`config.mk`:
```
export PLATFORM = sky130hd
export DESIGN_NAME = dsi_lane_hs_v2_flat
export DESIGN_NICKNAME = d
export VERILOG_FILES = /design/src/rtl/dsi_lane_hs_v2_if.sv /design/src/rtl/dsi_lane_hs_v2.sv /design/src/flat_wrapper.sv
export SDC_FILE = /design/constraint.sdc
export NUM_CORES = 1
export LEC_CHECK = 0
export ABC_AREA = 1
export CAP_MARGIN = 20
export CORE_UTILIZATION = 30
export CTS_CLUSTER_DIAMETER = 150
export DETAILED_ROUTE_END_ITERATION = 12
export PLACE_DENSITY = 0.55
export SETUP_SLACK_MARGIN = 0.5
export SKIP_CTS_REPAIR_TIMING = 1
export SYNTH_ARGS = -nofsm -noshare
export SYNTH_HDL_FRONTEND = slang
export SYNTH_SLANG_ARGS = --single-unit
```
`constraint.sdc`:
```
create_clock -name clk_base -period 2.8 [get_ports clk_base]
set_clock_uncertainty 0.1 [all_clocks]
set_input_delay 0.84 -clock clk_base [delete_from_list [all_inputs] [get_ports clk_base]]
set_output_delay 0.84 -clock clk_base [all_outputs]
set_load 0.005 [all_outputs]
```
`src/rtl/dsi_lane_hs_v2_if.sv`:
```
// Signal bundle between the packet assembler / timing config and the DSI HS lane controller,
// including the lane-side outputs towards the serializer and LP drivers.
interface dsi_lane_hs_v2_if #(
    parameter int BYTES = 1,
    parameter int CNT_W = 8
) ();
    logic [8*BYTES-1:0] s_data;
    logic               s_valid;
    logic               s_last;
    logic               s_ready;
    logic [CNT_W-1:0]   cfg_t_lpx;
    logic [CNT_W-1:0]   cfg_t_prep;
    logic [CNT_W-1:0]   cfg_t_zero;
    logic [CNT_W-1:0]   cfg_t_trail;
    logic [CNT_W-1:0]   cfg_t_exit;
    logic [8*BYTES-1:0] hs_data;
    logic               hs_oe;
    logic               lp_p;
    logic               lp_n;
    logic               lp_oe;
    logic               busy;
    logic               underrun;

    modport master (
        output s_data, s_valid, s_last,
        output cfg_t_lpx, cfg_t_prep, cfg_t_zero, cfg_t_trail, cfg_t_exit,
        input  s_ready, hs_data, hs_oe, lp_p, lp_n, lp_oe, busy, underrun
    );

    modport slave (
        input  s_data, s_valid, s_last,
        input  cfg_t_lpx, cfg_t_prep, cfg_t_zero, cfg_t_trail, cfg_t_exit,
        output s_ready, hs_data, hs_oe, lp_p, lp_n, lp_oe, busy, underrun
    );
endinterface

```
`src/rtl/dsi_lane_hs_v2.sv`:
```
// DSI data-lane HS burst controller: tagged input FIFO, LP/HS entry and exit sequencing
// with runtime timing, and registered lane outputs decoded from the next state.
module dsi_lane_hs_v2 #(
    parameter int BYTES      = 1,
    parameter int FIFO_DEPTH = 16,
    parameter int CNT_W      = 8
) (
    input  logic            clk_base,
    input  logic            reset_n,
    dsi_lane_hs_v2_if.slave bus
);
    localparam int W  = 8 * BYTES;
    localparam int AW = $clog2(FIFO_DEPTH);
    localparam int CW = AW + 1;
    localparam logic [W-1:0] SYNC_WORD = W'(8'hB8) << (W - 8);

    typedef enum logic [2:0] {
        ST_STOP, ST_LPX, ST_PREP, ST_ZERO, ST_SYNC, ST_DATA, ST_TRAIL, ST_EXIT
    } state_t;

    state_t           r_state, w_next;
    logic [W:0]       r_mem [FIFO_DEPTH];
    logic [AW-1:0]    r_wr_ptr, r_rd_ptr;
    logic [CW-1:0]    r_count, r_pkt_cnt, w_count_nxt;
    logic             r_ready;
    logic [CNT_W-1:0] r_cnt, w_last_cnt;
    logic [CNT_W-1:0] r_t_lpx, r_t_prep, r_t_zero, r_t_trail, r_t_exit;
    logic             r_last_tag, r_last_msb;
    logic [W-1:0]     r_hs_data;
    logic             r_hs_oe, r_lp_p, r_lp_n, r_lp_oe, r_busy, r_underrun;
    logic             w_wr, w_rd, w_full, w_empty, w_timeout, w_underrun;
    logic             w_pkt_inc, w_pkt_dec, w_hs;
    logic [W:0]       w_head;

    // Shadow registers hold the last count index of each interval; a zero config behaves as one.
    function automatic logic [CNT_W-1:0] last_of(input logic [CNT_W-1:0] c);
        return (c == '0) ? '0 : c - CNT_W'(1);
    endfunction

    assign w_full    = (r_count == CW'(FIFO_DEPTH));
    assign w_empty   = (r_count == '0);
    assign w_wr      = bus.s_valid && r_ready;
    assign w_head    = r_mem[r_rd_ptr];
    assign w_rd      = (w_next == ST_DATA);
    assign w_pkt_inc = w_wr && bus.s_last;
    assign w_pkt_dec = w_rd && w_head[W];
    assign w_timeout = (r_cnt == w_last_cnt);
    assign w_hs      = (w_next == ST_ZERO) || (w_next == ST_SYNC) ||
                       (w_next == ST_DATA) || (w_next == ST_TRAIL);

    // NOTE: storage is deliberately left out of reset; the pointers and count define what is valid.
    always_ff @(posedge clk_base) begin
        if (w_wr) r_mem[r_wr_ptr] <= {bus.s_last, bus.s_data};
    end

    // NOTE: every variable driven from a combinational block gets a default first, so no latch is inferred.
    always_comb begin
        w_count_nxt = r_count;
        if (w_wr && !w_rd)      w_count_nxt = r_count + CW'(1);
        else if (!w_wr && w_rd) w_count_nxt = r_count - CW'(1);
    end

    // NOTE: state is updated with non-blocking assignments so every register samples pre-edge values.
    always_ff @(posedge clk_base) begin
        if (!reset_n) begin
            r_wr_ptr  <= '0;
            r_rd_ptr  <= '0;
            r_count   <= '0;
            r_pkt_cnt <= '0;
            r_ready   <= 1'b0;
        end else begin
            if (w_wr) r_wr_ptr <= r_wr_ptr + AW'(1);
            if (w_rd) r_rd_ptr <= r_rd_ptr + AW'(1);
            r_count <= w_count_nxt;
            r_ready <= (w_count_nxt != CW'(FIFO_DEPTH));
            if (w_pkt_inc && !w_pkt_dec)      r_pkt_cnt <= r_pkt_cnt + CW'(1);
            else if (!w_pkt_inc && w_pkt_dec) r_pkt_cnt <= r_pkt_cnt - CW'(1);
        end
    end

    always_comb begin
        w_last_cnt = '0;
        case (r_state)
            ST_LPX:   w_last_cnt = r_t_lpx;
            ST_PREP:  w_last_cnt = r_t_prep;
            ST_ZERO:  w_last_cnt = r_t_zero;
            ST_TRAIL: w_last_cnt = r_t_trail;
            ST_EXIT:  w_last_cnt = r_t_exit;
            default:  w_last_cnt = '0;
        endcase
    end

    always_comb begin
        w_next     = r_state;
        w_underrun = 1'b0;
        case (r_state)
            ST_STOP:  if (r_pkt_cnt != '0 || w_full) w_next = ST_LPX;
            ST_LPX:   if (w_timeout) w_next = ST_PREP;
            ST_PREP:  if (w_timeout) w_next = ST_ZERO;
            ST_ZERO:  if (w_timeout) w_next = ST_SYNC;
            ST_SYNC, ST_DATA: begin
                // A word only enters DATA once popped; an empty FIFO before the tag ends the burst.
                if (r_state == ST_DATA && r_last_tag) begin
                    w_next = ST_TRAIL;
                end else if (w_empty) begin
                    w_next     = ST_TRAIL;
                    w_underrun = 1'b1;
                end else begin
                    w_next = ST_DATA;
                end
            end
            ST_TRAIL: if (w_timeout) w_next = ST_EXIT;
            ST_EXIT:  if (w_timeout) w_next = ST_STOP;
            default:  w_next = ST_STOP;
        endcase
    end

    always_ff @(posedge clk_base) begin
        if (!reset_n) begin
            r_state    <= ST_STOP;
            r_cnt      <= '0;
            r_t_lpx    <= '0;
            r_t_prep   <= '0;
            r_t_zero   <= '0;
            r_t_trail  <= '0;
            r_t_exit   <= '0;
            r_last_tag <= 1'b0;
            r_last_msb <= 1'b0;
            r_hs_data  <= '0;
            r_hs_oe    <= 1'b0;
            r_lp_p     <= 1'b1;
            r_lp_n     <= 1'b1;
            r_lp_oe    <= 1'b1;
            r_busy     <= 1'b0;
            r_underrun <= 1'b0;
        end else begin
            r_state    <= w_next;
            r_cnt      <= (w_next != r_state) ? '0 : r_cnt + CNT_W'(1);
            r_underrun <= w_underrun;

            if (r_state == ST_STOP && w_next == ST_LPX) begin
                r_t_lpx   <= last_of(bus.cfg_t_lpx);
                r_t_prep  <= last_of(bus.cfg_t_prep);
                r_t_zero  <= last_of(bus.cfg_t_zero);
                r_t_trail <= last_of(bus.cfg_t_trail);
                r_t_exit  <= last_of(bus.cfg_t_exit);
            end

            // With no data sent the trail inverts a virtual 0, giving all-ones.
            if (w_rd) begin
                r_last_tag <= w_head[W];
                r_last_msb <= w_head[W-1];
            end else if (w_next == ST_SYNC) begin
                r_last_msb <= 1'b0;
            end

            r_hs_data <= '0;
            r_hs_oe   <= w_hs;
            r_lp_oe   <= !w_hs;
            r_lp_p    <= 1'b1;
            r_lp_n    <= 1'b1;
            r_busy    <= (w_next != ST_STOP);
            case (w_next)
                ST_LPX:   r_lp_n <= 1'b0;
                ST_PREP, ST_ZERO: begin
                    r_lp_p <= 1'b0;
                    r_lp_n <= 1'b0;
                end
                ST_SYNC: begin
                    r_lp_p    <= 1'b0;
                    r_lp_n    <= 1'b0;
                    r_hs_data <= SYNC_WORD;
                end
                ST_DATA: begin
                    r_lp_p    <= 1'b0;
                    r_lp_n    <= 1'b0;
                    r_hs_data <= w_head[W-1:0];
                end
                ST_TRAIL: begin
                    r_lp_p    <= 1'b0;
                    r_lp_n    <= 1'b0;
                    r_hs_data <= {W{~r_last_msb}};
                end
                default: ;
            endcase
        end
    end

    assign bus.s_ready  = r_ready;
    assign bus.hs_data  = r_hs_data;
    assign bus.hs_oe    = r_hs_oe;
    assign bus.lp_p     = r_lp_p;
    assign bus.lp_n     = r_lp_n;
    assign bus.lp_oe    = r_lp_oe;
    assign bus.busy     = r_busy;
    assign bus.underrun = r_underrun;
endmodule
```
`src/flat_wrapper.sv`:
```
// flat-port wrapper written by rule: the top's interface ports become plain ports
module dsi_lane_hs_v2_flat 
#(
    parameter int BYTES      = 1,
    parameter int FIFO_DEPTH = 16,
    parameter int CNT_W      = 8
)
  (clk_base, reset_n, bus_s_data, bus_s_valid, bus_s_last, bus_cfg_t_lpx, bus_cfg_t_prep, bus_cfg_t_zero, bus_cfg_t_trail, bus_cfg_t_exit, bus_s_ready, bus_hs_data, bus_hs_oe, bus_lp_p, bus_lp_n, bus_lp_oe, bus_busy, bus_underrun);
  dsi_lane_hs_v2_if #(.BYTES(BYTES), .CNT_W(CNT_W)) bus_i ();
  input  logic clk_base;
  input  logic reset_n;
  input wire logic [$bits(bus_i.s_data)-1:0] bus_s_data;
  input wire logic [$bits(bus_i.s_valid)-1:0] bus_s_valid;
  input wire logic [$bits(bus_i.s_last)-1:0] bus_s_last;
  input wire logic [$bits(bus_i.cfg_t_lpx)-1:0] bus_cfg_t_lpx;
  input wire logic [$bits(bus_i.cfg_t_prep)-1:0] bus_cfg_t_prep;
  input wire logic [$bits(bus_i.cfg_t_zero)-1:0] bus_cfg_t_zero;
  input wire logic [$bits(bus_i.cfg_t_trail)-1:0] bus_cfg_t_trail;
  input wire logic [$bits(bus_i.cfg_t_exit)-1:0] bus_cfg_t_exit;
  output wire logic [$bits(bus_i.s_ready)-1:0] bus_s_ready;
  output wire logic [$bits(bus_i.hs_data)-1:0] bus_hs_data;
  output wire logic [$bits(bus_i.hs_oe)-1:0] bus_hs_oe;
  output wire logic [$bits(bus_i.lp_p)-1:0] bus_lp_p;
  output wire logic [$bits(bus_i.lp_n)-1:0] bus_lp_n;
  output wire logic [$bits(bus_i.lp_oe)-1:0] bus_lp_oe;
  output wire logic [$bits(bus_i.busy)-1:0] bus_busy;
  output wire logic [$bits(bus_i.underrun)-1:0] bus_underrun;
  assign bus_i.s_data = bus_s_data;
  assign bus_i.s_valid = bus_s_valid;
  assign bus_i.s_last = bus_s_last;
  assign bus_i.cfg_t_lpx = bus_cfg_t_lpx;
  assign bus_i.cfg_t_prep = bus_cfg_t_prep;
  assign bus_i.cfg_t_zero = bus_cfg_t_zero;
  assign bus_i.cfg_t_trail = bus_cfg_t_trail;
  assign bus_i.cfg_t_exit = bus_cfg_t_exit;
  assign bus_s_ready = bus_i.s_ready;
  assign bus_hs_data = bus_i.hs_data;
  assign bus_hs_oe = bus_i.hs_oe;
  assign bus_lp_p = bus_i.lp_p;
  assign bus_lp_n = bus_i.lp_n;
  assign bus_lp_oe = bus_i.lp_oe;
  assign bus_busy = bus_i.busy;
  assign bus_underrun = bus_i.underrun;
  dsi_lane_hs_v2 #(.BYTES(BYTES), .FIFO_DEPTH(FIFO_DEPTH), .CNT_W(CNT_W)) u_core (.clk_base(clk_base), .reset_n(reset_n), .bus(bus_i));
endmodule
```
==> results.md, run 1 <==
- Outcome: finished, final reports clean
- Clk buf depth: 3
- WL final: 26800 um
- Endpoints failing setup: 0
- Peak Freq: 0.368 GHz
- Ant. Diodes: 0
- Busiest layer in global routing: met2
- Post-DRT Antenna Nets: 0
- Initial DRC count: 280
- Multiplexer area fraction after synthesis: 0.0108
- Largest net degree at the start of global routing: 48
- Fin crit share: 0.972
- Tot GR Track Use: 0.148
- Avg Synthesized Cell Area: 9.41 um2
- Required time of the critical path: 3.10 ns
- Worst-path cell chain: buf_6 > buf_4 > o211ai_1 > a31oi_1 > o211ai_1 > buf_4 > ha_4 > inv_4 > fa_2 > a21o_1 > a21oi_2 > nor2_1 > nor2_1 > nand2_1 > o21ai_1 > a21oi_1
- CP Buf/Inv Count: 4
- Port Buffer Count: 66
- DP HPWL: 18200 um
- Final Max Tran Viols: 0
- GR met1 Demand/Resource: 0.190
- Congestion Overflow GR: 0
- Vias in the first global route: 7938
- Worst setup EP type: flip-flop
- Filler cells: 3409
- Layout Utilization: 0.401
- Post-synthesis xor/xnor area fraction: 0.0157
- # DRC: 0
- Met2 Track Usage GR: 0.263
- Synth Net Count: 1194
- Hold Crit Endpoint: u_core.r_t_exit[3]
- PD cells: 791 nW/um2
- Final hold violation count: 0
- Synthesized area: 10600 um2
- CORE AREA: 34600 um2
- Final Power: 11.0 mW
- Die W: 190 um
- Synth Area in Compound Gates: 0.128
- Synth Warn #: 0
- Layout area overhead: 31.2%
- Simple-gate share of the synthesized area: 0.185
- Least-Margin Pin Slew: 0.807 ns
- R2R Setup Slk: 0.08 ns
- Clock Latency Late Sink: 0.53 ns
- H-tree depth: 1
- Vias: 8273
- Hold Path Class: flip-flop to flip-flop
- RePlAce Congestion: 0.812
- Critical-path maximum fanout: 7
- Avg WL per Cell: 15.3 um
- Inserted Clock Buffers: 26
- Final Critical Period: 2.72 ns
- VDD IR max: 0.470 mV
- Clk root buf: clkbuf_16
- Worst reg2reg endpoint: u_core.r_pkt_cnt[4]
- Critical Path Start Type: flip-flop
- Finished Cell Area: 13900 um2
- CTS tree: built
- Clk sinks: 234
- Fin cells: 1755
- Netlist cell types: 49
- Vias per cell: 4.71
- Placed Area: 12300 um2
- Setup repair after global routing missed its margin: true
- Sequential area share after synthesis: 0.579
- Most frequent cells in the layout: nand2_1, edfxtp_1, nor2_1
- Critical path's top delay family: compound AO/OA/AOI/OAI gates
- Arr. time, crit path: 3.02 ns
- Met3 Use GR: 0.0181
- Worst-path clk slew: 0.06 ns
- Final hold slack: 0.361 ns
- Initial antenna violation count: 0
- Slew headroom: 0.455
- # rows: 68
- Startpoint of the worst hold path: u_core.r_t_exit[3]
- Leak: 5.39 nW
- Layout Nets: 1350
- First-pass GRT wire length: 42000 um
- FF+latch count, synth: 234
- Pre-antenna DRT Iters: 5
- Starting Density: 0.305
- Mapped Cells: 1124
- Layout cells sized above 1: 0.221
- Die area: 36000 um2
- Die height: 190 um
- Hold path depth: 2
- Crit Path Category: flip-flop to flip-flop
- Max-Cap Viols: 0
- Largest stage delay, worst path: 0.35 ns
- Reg2reg path depth: 16
- Largest family of logic cells by synthesized area: simple AND/OR/NAND/NOR gates
- Post-synthesis adder-cell area fraction: 0.0220
- Crit-path slowest cell: dfxtp_4
- Top-level I/O count: 67
- Most common cell after layout, fill and taps aside: nand2_1
- Dpl cells: 1686
[cell usage after synthesis, drive strengths merged]
master	count	area, um2
fa	1	20.0
a211oi	5	37.5
nor2	123	487
nor3	25	165
a221oi	14	123
a21o	1	7.51
a31o	1	8.76
nand2	211	812
o211a	3	30.0
o22ai	1	6.26
dfxtp	90	1800
o2111ai	1	8.76
a41oi	1	8.76
clkinv	3	11.3
ha	17	213
and2	2	12.5
o221ai	2	17.5
inv	107	402
o311ai	6	52.6
mux2i	8	80.1
nor4b	1	8.76
or2	7	43.8
a21oi	97	485
o21ai	77	389
xnor2	2	17.5
o21a	1	7.51
nand3	67	348
nand4	12	75.1
clkbuf	37	139
buf	12	66.3
mux2	3	33.8
o211ai	4	30.0
xor2	17	149
edfxtp	144	4320
a32o	5	50.1
a31oi	15	93.8
nand3b	1	7.51
[layer usage]
layer  up-vias  part of all wire
li1       4211                 -
met1      3892              0.44
met2       142              0.50
met3        28             0.035
met4         0             0.016
met5         -                 0
[worst register-to-register path: cells and delay by family (launching register included)]
family | cells | cell delay (ns)
buffers and inverters | 4 | 0.48
AO/OA/AOI/OAI | 7 | 0.99
AND/OR/NAND/NOR | 3 | 0.20
flip-flops | 1 | 0.35
adder cells (fa/ha/maj) | 2 | 0.49
[final cells by class]
cell class              count  area [um2]  area share
clock inverters            11        97.6     0.00703
repair buffers            177        1620       0.117
flip-flops and latches    234        6150       0.443
multi-input cells         731        4240       0.306
clock buffers              37         773      0.0557
inverters                 110         429      0.0309
well taps                 455         569      0.0410
[power breakdown]
group | internal (mW) | switching (mW)
clock | 2.02 | 1.36
sequential | 4.02 | 0.233
combinational | 1.44 | 1.91
total | 7.47 | 3.51
[metrics by stage]
| step | worst slack [ns] | setup TNS (ns) |
|---|---|---|
| 6_report | 0.0790 | 0 |
| 3_3_place_gp | -0.327 | -0.611 |
| 5_1_grt | -0.137 | -0.212 |
| 3_5_place_dp | -0.321 | -0.715 |
| 2_1_floorplan | 0.126 | 0 |
| 4_1_cts | -0.0926 | -0.184 |
[registers in the layout, indices dropped and copies added, names as in the netlist, 3 cells and up, named ones only]
signal              count
u_core.r_rd_ptr         4
u_core.r_t_exit         8
u_core.r_t_lpx          8
u_core.bus.hs_data      8
u_core.r_pkt_cnt        5
u_core.r_mem          144
u_core.r_t_prep         8
u_core.r_t_zero         8
u_core.r_count          5
u_core.r_cnt            8
u_core.r_t_trail        8
u_core.r_wr_ptr         4
u_core.r_state          3
[worst max path at each step]
stage	startpoint	endpoint	slack (ns)	depth (start not counted)
2_1_floorplan	u_core.r_state[2]	u_core.r_pkt_cnt[4]	0.13	18
3_3_place_gp	bus_s_last	u_core.r_pkt_cnt[4]	-0.33	14
3_5_place_dp	bus_s_last	u_core.r_pkt_cnt[4]	-0.32	14
4_1_cts	flip-flop	u_core.r_pkt_cnt[3]	-0.09	16
5_1_grt	u_core.r_count[1]	u_core.r_pkt_cnt[4]	-0.14	19
6_report	flip-flop	u_core.r_pkt_cnt[4]	0.08	16
[kinds of logic (layout without fill, tap and decap cells)]
logic type | after synthesis | after routing
fa+ha+maj | 18 | 18
simple gates | 449 | 449
flops | 234 | 234
xor+xnor | 19 | 19
mux | 11 | 11
buf+inv | 159 | 335
compound gates | 234 | 234
(Power assumes the default switching activity.)
==> inputs of run 2 (changes only) <==
Settings changed: CTS_CLUSTER_DIAMETER 150 to 100.
==> results of run 2 <==
The final DEF is identical to that of run 1; final timing and power are the same.
==> inputs of run 3 (changes only) <==
Settings changed: CORE_UTILIZATION 30 to 54, PLACE_DENSITY 0.55 to 0.84.
==> run 3 against run 2 <==
Net effect:
- the flow now finishes with violations (setup timing)
- non-clock buffer count down 18
- die area down 44%
- via count up 7.3%
- fmax down 8.6%
- global-route usage up 11 points
- cell count down 12%
- design area down 2.8%
- combinational power up 6.2%
- register-to-register slack worse by 0.26 ns
- critical path depth up 1
- sequential power about the same
- critical endpoint unchanged
- largest cell class unchanged
- highest routed layer unchanged
==> results.md, run 3 (same netlist as run 1, synthesis figures left out) <==
- Top routing layer used: met4
- Ant. Diodes: 0 (unchanged)
- Peak Freq: 0.336 GHz (-8.6%)
- Vias: 8873 (+7.3%)
- Final Power: 11.1 mW (+0.94%)
- Layout Nets: 1331 (-1.4%)
- Required time of the critical path: 3.11 ns (about the same)
- Initial antenna violation count: 0 (unchanged)
- Layout cells sized above 1: 0.211 (-0.00967)
- Tot GR Track Use: 0.253 (+0.105)
- DP HPWL: 16600 um (-9.0%)
- # rows: 50 (-26%)
- Clk buf depth: 3 (unchanged)
- Worst slack, placed: -0.390 ns (-0.0690 ns)
- Crit Path Category: flip-flop to flip-flop
- Fin crit share: 1.06 (+0.0914)
- Layout area overhead: 27.6%
- Max reg flops: 144 (unchanged)
- CORE AREA: 19000 um2 (-45%)
- Fin cells: 1539 (-12%)
- Vias per cell: 5.77 (+22%)
- PD cells: 822 nW/um2 (+3.9%)
- Outcome: finished, violations left
- Critical Path Start Type: flip-flop
- Starting Density: 0.558 (+0.252)
- Initial DRC count: 670 (+140%)
- Failing checks: setup timing
- Max-Cap Viols: 0 (unchanged)
- Post-DRT Antenna Nets: 0 (unchanged)
- Least-Margin Pin Slew: 0.602 ns (-0.205 ns)
- Clk root buf: clkbuf_16
- Met3 WL: 1690 um (+79%)
- R2R Setup Slk: -0.18 ns (-0.26 ns)
- Die W: 142 um (-25%)
- WL met2: 14000 um (+3.7%)
- Arr. time, crit path: 3.29 ns (+0.27 ns)
- Finished Cell Area: 13500 um2 (-2.8%)
- Worst reg2reg endpoint: u_core.r_pkt_cnt[4]
- Most frequent cells in the layout: nand2_1, edfxtp_1, nor2_1
- Final Critical Period: 2.98 ns (+0.256 ns)
- Critical-path maximum fanout: 4 (-3)
- Top-level I/O count: 67 (unchanged)
- Congestion Overflow GR: 0 (unchanged)
- CTS tree: built
- Most common cell after layout, fill and taps aside: nand2_1
- Worst setup EP type: flip-flop
- Wire length on met1: 10600 um (-11%)
- Worst-path clk slew: 0.06 ns (about the same)
- Dpl cells: 1470 (-13%)
- RePlAce Congestion: 0.894 (+10%)
- Port Buffer Count: 66 (unchanged)
- H-tree depth: 1 (unchanged)
- Setup WS post-layout: -0.177 ns (-0.256 ns)
- Hold Path Class: flip-flop to flip-flop
- Slew headroom: 0.598 (+0.143)
- Hold path depth: 2 (unchanged)
- WL final: 27400 um (+2.3%)
- # DRC: 0 (unchanged)
- First-pass GRT wire length: 40200 um (-4.4%)
- Vias in the first global route: 8433 (+6.2%)
- Leak: 5.17 nW (-3.9%)
- Pre-antenna DRT Iters: 5 (unchanged)
- Hold Crit Endpoint: u_core.r_t_exit[3]
- Die area: 20100 um2 (-44%)
- Startpoint of the worst hold path: u_core.r_t_exit[3]
- Final Max Tran Viols: 0 (unchanged)
- Die height: 142 um (-25%)
- Avg WL per Cell: 17.8 um (+17%)
- Largest net degree at the start of global routing: 48 (unchanged)
- Clk sinks: 234 (unchanged)
- Reg2reg path depth: 17 (+1)
- Placed Area: 11900 um2 (-3.3%)
- Endpoints failing setup: 3 (+3)
- Setup repair after global routing missed its margin: true
- Clock Latency Late Sink: 0.52 ns (about the same)
- Reg with most FFs: u_core.r_mem
- VDD IR max: 0.560 mV (+19%)
- Final hold violation count: 0 (unchanged)
- Inserted Clock Buffers: 24 (-7.7%)
-- run 3: how the worst max path moves through the flow --
| stage | from | end | slack (ns) | depth (start not counted) |
|---|---|---|---|---|
| floorplan | u_core.r_state[2] | u_core.r_pkt_cnt[4] | 0.13 | 18 |
| global placement | bus_s_last | u_core.r_pkt_cnt[4] | -0.31 | 13 |
| detailed placement | bus_s_last | u_core.r_pkt_cnt[4] | -0.39 | 13 |
| CTS | flip-flop | u_core.r_pkt_cnt[4] | -0.21 | 17 |
| global route | flip-flop | u_core.r_pkt_cnt[4] | -0.37 | 17 |
| finish | flip-flop | u_core.r_pkt_cnt[4] | -0.18 | 17 |
-- run 3: worst max-delay path, cell delays in order (launching register included) --
cell and delay (ns):
dfxtp_4 0.37, buf_6 0.12, mux2i_1 0.24, o21ai_0 0.14, nor2_1 0.11, a31oi_1 0.05
o211ai_1 0.28, buf_4 0.19, ha_4 0.14, inv_4 0.05, fa_2 0.36, a21o_1 0.18
a21oi_2 0.15, nor2_1 0.05, nor2_1 0.08, nand2_1 0.07, o21ai_1 0.13, a21oi_1 0.05
-- run 3: per-stage QoR --
step	utilization	TNS, ns	hold WS, ns
2_1_floorplan	-	0	0.330
3_3_place_gp	0.630	-0.620	0.347
3_5_place_dp	0.630	-1.05	0.359
4_1_cts	0.672	-0.634	0.359
5_1_grt	0.711	-1.02	0.393
6_report	0.711	-0.286	0.366
-- run 3: layout make-up --
class                      count  area [um2]
clock inverter                14         165
timing repair buffer         159        1470
fill                        1264        5470
multi-input combinational    732        4300
inverter                     110         433
sequential                   234        6140
clock buffer                  30         644
tap                          260         325
-- run 3: routing by layer --
| metal | vias to the layer above | track usage |
|---|---|---|
| met3 | 109 | 0.0334 |
| met4 | 0 | 0.0985 |
| met1 | 4230 | 0.299 |
| li1 | 4144 | - |
| met5 | - | 0 |
| met2 | 390 | 0.465 |
-- run 3: power breakdown --
part | switching [mW] | leakage (nW) | total (mW) | internal (mW)
clock network | 1.33 | 0.393 | 3.26 | 1.93
logic | 2.12 | 2.74 | 3.57 | 1.46
registers | 0.235 | 2.04 | 4.25 | 4.01
total | 3.69 | 5.17 | 11.1 | 7.40
